[config.mk]
export PLATFORM = sky130hd
export DESIGN_NAME = output_ram_responder
export DESIGN_NICKNAME = d
export VERILOG_FILES = /design/src/rtl/output_ram_responder.sv
export SDC_FILE = /design/constraint.sdc
export NUM_CORES = 1
export LEC_CHECK = 0
export BUFFER_PORTS_ARGS = -buffer_cell sky130_fd_sc_hd__buf_2
export CAP_MARGIN = 0
export CORE_MARGIN = 3
export CORE_UTILIZATION = 55
export CTS_CLUSTER_SIZE = 24
export DETAILED_ROUTE_END_ITERATION = 8
export GPL_TIMING_DRIVEN = 0
export PLACE_DENSITY = 0.79
export SYNTH_ARGS = -nofsm -noshare
export SYNTH_HDL_FRONTEND = slang
export SYNTH_SLANG_ARGS = --single-unit
[constraint.sdc]
create_clock -name clk -period 2.5 [get_ports clk]
set_input_delay 0.25 -clock clk [delete_from_list [all_inputs] [get_ports clk]]
set_output_delay 0.25 -clock clk [all_outputs]
set_load 0.03 [all_outputs]
[src/rtl/output_ram_responder.sv]
// Output RAM responder: captures accelerator writes into an 8-word register
// array, then streams every word out on a valid/ready dump port after finish.
// Optional protocol checker enabled by defining DOM_RESPONDER_CHECK_EN.
module output_ram_responder #(
   parameter int unsigned ADDR_W = 3,
   parameter int unsigned DATA_W = 16
) (
   input  logic                      clk,
   input  logic                      reset,
   input  logic                      xxx__dut__go,
   input  logic                      dut__xxx__finish,
   input  logic [ADDR_W-1:0]         dut__dom__address,
   input  logic [DATA_W-1:0]         dut__dom__data,
   input  logic                      dut__dom__enable,
   input  logic                      dut__dom__write,
   output logic [DATA_W-1:0]         dom__dut__data,
   output logic                      dump_valid,
   input  logic                      dump_ready,
   output logic [ADDR_W-1:0]         dump_address,
   output logic [DATA_W-1:0]         dump_data,
   output logic                      dump_done,
   output logic [(1<<ADDR_W)-1:0]    written_mask,
   output logic                      overwrite_err,
   output logic                      missing_err,
   output logic                      late_write_err
);

   localparam int unsigned DEPTH = 1 << ADDR_W;
   localparam logic [ADDR_W-1:0] LAST_PTR = ADDR_W'(DEPTH - 1);

   typedef enum logic [1:0] {StCapture, StDump, StDone} state_e;

   state_e                   state_q, state_d;
   logic [ADDR_W-1:0]        ptr_q, ptr_d;
   logic [DEPTH-1:0]         mask_q, mask_d;
   logic [DEPTH-1:0]         addr_bit;
   logic [DATA_W-1:0]        mem_q [DEPTH];
   logic [DATA_W-1:0]        rdata_q;
   logic                     wr_en;
   logic                     rd_en;
   logic                     wr_attempt;

   // go wins over everything, so a write in the go cycle is dropped
   assign wr_attempt = dut__dom__enable & dut__dom__write & ~xxx__dut__go;
   assign wr_en      = wr_attempt & (state_q == StCapture);
   assign rd_en      = dut__dom__enable & ~dut__dom__write;
   assign addr_bit   = DEPTH'(1) << dut__dom__address;

   // Next-state, dump pointer and written-mask update
   always_comb begin
      state_d = state_q;
      ptr_d   = ptr_q;
      mask_d  = mask_q;
      if (xxx__dut__go) begin
         state_d = StCapture;
         ptr_d   = '0;
         mask_d  = '0;
      end else begin
         if (wr_en) mask_d = mask_q | addr_bit;
         unique case (state_q)
            StCapture: begin
               if (dut__xxx__finish) begin
                  state_d = StDump;
                  ptr_d   = '0;
               end
            end
            StDump: begin
               if (dump_ready) begin
                  ptr_d = ptr_q + 1'b1;
                  if (ptr_q == LAST_PTR) state_d = StDone;
               end
            end
            StDone: ;
            default: begin
               state_d = StCapture;
               ptr_d   = '0;
            end
         endcase
      end
   end

   // Control state registers
   always_ff @(posedge clk or negedge reset) begin
      if (!reset) begin
         state_q <= StCapture;
         ptr_q   <= '0;
         mask_q  <= '0;
      end else begin
         state_q <= state_d;
         ptr_q   <= ptr_d;
         mask_q  <= mask_d;
      end
   end

   // Storage array: written only in capture, cleared only by reset
   always_ff @(posedge clk or negedge reset) begin
      if (!reset) begin
         for (int i = 0; i < int'(DEPTH); i++) mem_q[i] <= '0;
      end else if (wr_en) begin
         mem_q[dut__dom__address] <= dut__dom__data;
      end
   end

   // Registered read port; holds its value when no read is issued
   always_ff @(posedge clk or negedge reset) begin
      if (!reset) begin
         rdata_q <= '0;
      end else if (rd_en) begin
         rdata_q <= mem_q[dut__dom__address];
      end
   end

   assign dom__dut__data = rdata_q;
   assign dump_valid     = (state_q == StDump);
   assign dump_done      = (state_q == StDone);
   assign dump_address   = ptr_q;
   assign dump_data      = mem_q[ptr_q];
   assign written_mask   = mask_q;

`ifdef DOM_RESPONDER_CHECK_EN
   logic overwrite_q;
   logic missing_q;
   logic late_q;

   // Sticky protocol error flags, cleared by go
   always_ff @(posedge clk or negedge reset) begin
      if (!reset) begin
         overwrite_q <= 1'b0;
         missing_q   <= 1'b0;
         late_q      <= 1'b0;
      end else if (xxx__dut__go) begin
         overwrite_q <= 1'b0;
         missing_q   <= 1'b0;
         late_q      <= 1'b0;
      end else begin
         if (wr_en && ((mask_q & addr_bit) != '0)) overwrite_q <= 1'b1;
         // mask_d already includes a same-cycle write
         if ((state_q == StCapture) && dut__xxx__finish && (mask_d != '1)) missing_q <= 1'b1;
         if (wr_attempt && (state_q != StCapture)) late_q <= 1'b1;
      end
   end

   assign overwrite_err  = overwrite_q;
   assign missing_err    = missing_q;
   assign late_write_err = late_q;
`else
   assign overwrite_err  = 1'b0;
   assign missing_err    = 1'b0;
   assign late_write_err = 1'b0;
`endif

endmodule

==> out/qor.csv <==
metric,value,unit
status,completed,
synth_cells,594,
setup_viol,0,
seqPwrFrac,0.426,
worst_path_most_repeated_cell,nand2_1,
ys_seq_area_frac,0.4674,
power_frac_comb,0.212,
synth-seq-cells,157,
syn_area,8406,µm²
core,14750,µm²
grt_pass1_wl,34.44,mm
cts_buffers,17,
drv_cap,0,
crit_fanout,10,
leakage,4.860,nW
antenna_found_initial,0,
grt_start_max_net_pins,104,
vias_per_cell,6.351,
relSlewSlack,0.3548,
worst_setup_path_end_kind,primary output,
power.switching,2.108,mW
skew,8.086,ps
instances_no_fill,880,
ant_nets,0,
ys_types,35,
arrival,2180,ps
crit_slowest_cell,clkbuf_4,
power_frac_clock,0.362,
yosysWarnings,0,
fill_cells,1092,
gp_congestion,0.8165,
crit_buf_inv,3,
critPathKind,flop to primary output,
htree_levels,4,
avgSynthCellArea,14.15,µm²
worstMarginPinSlew,965.8,ps
final_max_slew_viol_count,0,
cp.required,2250,ps
internal_power,5.538,mW
dp.cells,848,
dp_hpwl,14.23,mm
route.detailed.drc,0,
grt_util_all_layers,0.2785,
swShare,0.2757,
grt_pass1_vias,5992,
antenna-diode-count,0,
irDropWorstVdd,0.5629,mV
path_delay_family,buffers and inverters,
die_y,129.6,µm
start_kind,flop,
rsz0062_at_grt,true,
cts_root_buf,clkbuf_16,
nNetsFinal,711,
fin_crit_sh,0.9731,
portBuffers,67,
vias,5589,
start_util,0.5697,
hold_class,primary input to flop,
drt_first_pass_iters,4,
clk_pin_slew_worst_paths,60,ps
wl_per_cell,25.31,µm
cts.sinks,157,
drt_iter0_drc,371,
wl,22.27,mm
slowest_delay,390,ps
powerDensity,789.7,nW/µm²
drive_gt1_frac,0.4856,
insertion_delay,420,ps
final_util,0.6562,
max_freq,0.4110,GHz
report.final.hold_viol_count,0,
area_growth,15.18,%
cts_buffer_depth,2,
pin_count,74,
tns,0,ps
overflow,0,
die_x,129.6,µm
worstPathCellList,clkbuf_1 -> clkbuf_4 -> mux4_2 -> nand2_1 -> nand2_1 -> buf_2,
rows,44,
cts_tree,built,
dieArea,16800,µm²
period_minus_slack,2433,ps
[worst reg2reg max path: stages, from the launching register on]
cell	delay, ps
dfrtp_1	370
buf_6	130
nor4b_2	300
buf_6	230
and4b_1	230
buf_6	170
buf_12	180
mux2_4	310
[cell families (layout without fill, tap and decap cells)]
family                   Yosys count  count (layout)  synth area share
AO/OA/AOI/OAI                     65              65           0.05731
buffers and inverters             54             154           0.03915
other                              1               3         0.0004461
multiplexers                     224             224            0.3703
AND/OR/NAND/NOR                   91              91           0.06237
flip-flops                       157             157            0.4674
adder cells (fa/ha/maj)            2               2          0.002977
[cell usage in the layout (no fill, tap or decap), drive strengths merged, types with 3 or more instances in the layout]
cell type,n
mux2i,32
nand2b,3
conb,3
mux2,160
clkbuf,34
a21oi,7
dfrtp,157
a22o,16
nand2,65
inv,9
mux4,32
nand4b,3
o22ai,16
o2111ai,3
bufinv,4
nor2,4
clkinv,6
nor2b,6
nand4,4
o31ai,19
buf,98
[per-layer routing]
layer  vias up  part of all wire  GRT usage
met5         -                 0          0
met4         0             0.029    0.09963
met3        51             0.083    0.08120
met2       260              0.47     0.4271
met1      2896              0.42     0.3813
li1       2382                 -          -
[synthesized netlist by cell type]
library cell,n,share of area
or3b_2,1,0.0010
nand4_4,4,0.010
o31ai_1,19,0.017
clkbuf_1,14,0.0063
nor2_1,4,0.0018
nand4b_4,3,0.0085
o2111ai_1,3,0.0031
nor4b_2,1,0.0018
and4b_1,1,0.0012
buf_12,1,0.0024
nor2b_1,6,0.0045
and2_1,1,0.00074
mux2_2,88,0.12
dfrtp_1,157,0.47
nand3_1,1,0.00059
nand2_1,65,0.029
buf_6,11,0.015
buf_1,2,0.00089
a21oi_1,7,0.0042
buf_2,13,0.0077
o211a_1,1,0.0012
mux2_4,72,0.13
inv_1,9,0.0040
clkinv_1,1,0.00045
a22o_1,16,0.017
nand2b_1,3,0.0022
mux4_2,32,0.086
buf_4,3,0.0027
mux2i_1,32,0.038
conb_1,1,0.00045
o21ba_2,2,0.0024
o21a_1,1,0.00089
ha_1,2,0.0030
and2b_1,1,0.00089
o22ai_1,16,0.012
[registers in the layout (all words and copies together) (netlist names)]
name / flops
dump_address: 3
written_mask: 8
mem_q: 128
state_q: 2
dom__dut__data: 16
[power groups by stage]
stage               sequential, mW  clock [mW]  combinational, mW
finish                        3.26        2.77               1.62
global route                  3.30        2.92               1.73
CTS                           3.24        2.79               1.62
detailed placement            3.28           0               1.61
global placement              3.23           0               1.55
floorplan                     3.26           0               1.14
[area by class of cell]
cell class | count | area [µm²] | area share
Inverter | 10 | 38.79 | 0.004006
Tap cell | 184 | 230.2 | 0.02378
Sequential cell | 157 | 3930 | 0.4059
Clock inverter | 11 | 163.9 | 0.01693
Buffer | 43 | 314.1 | 0.03244
Clock buffer | 21 | 470.5 | 0.04859
Multi-Input combinational cell | 385 | 4155 | 0.4292
Timing Repair Buffer | 69 | 379.1 | 0.03916
[metrics by stage]
step / hold WS (ps) / setup slack (ps) / area [µm²] / total power, mW
2_1_floorplan: -45.59 / 326.9 / 8413 / 4.399
3_3_place_gp: 461.0 / -968.3 / 8979 / 4.783
3_5_place_dp: 245.3 / 55.72 / 9012 / 4.886
4_1_cts: 60.48 / 23.04 / 9676 / 7.657
5_1_grt: 79.63 / -14.76 / 9682 / 7.948
6_report: 73.76 / 67.20 / 9682 / 7.646
[final timing paths]
check                                               from                             to  slack [ps]  depth (start not counted)
max                          dump_address[1]$_DFFE_PN0P_                  dump_data[14]          70                          6
max reg2reg                       state_q[0]$_DFFE_PN0P_          mem_q[75]$_DFFE_PN0P_         460                          7
min in group asynchronous                          reset          mem_q[61]$_DFFE_PN0P_         360                          2
min reg2reg                dom__dut__data[9]$_DFFE_PN0P_  dom__dut__data[9]$_DFFE_PN0P_         480                          2
max in group asynchronous                          reset           mem_q[4]$_DFFE_PN0P_        1270                          3
min                                     dut__xxx__finish         state_q[0]$_DFFE_PN0P_          70                          2
[what timing repair did]
action | 4_1_cts | 5_1_grt
buffers inserted | 0 | 0
endpoints found under the hold margin | 54 | 0
resized for setup | 12 | 6
hold buffers | 1 | 0
setup endpoints to repair | 16 | 16
Power figures use the tool's default switching activity.
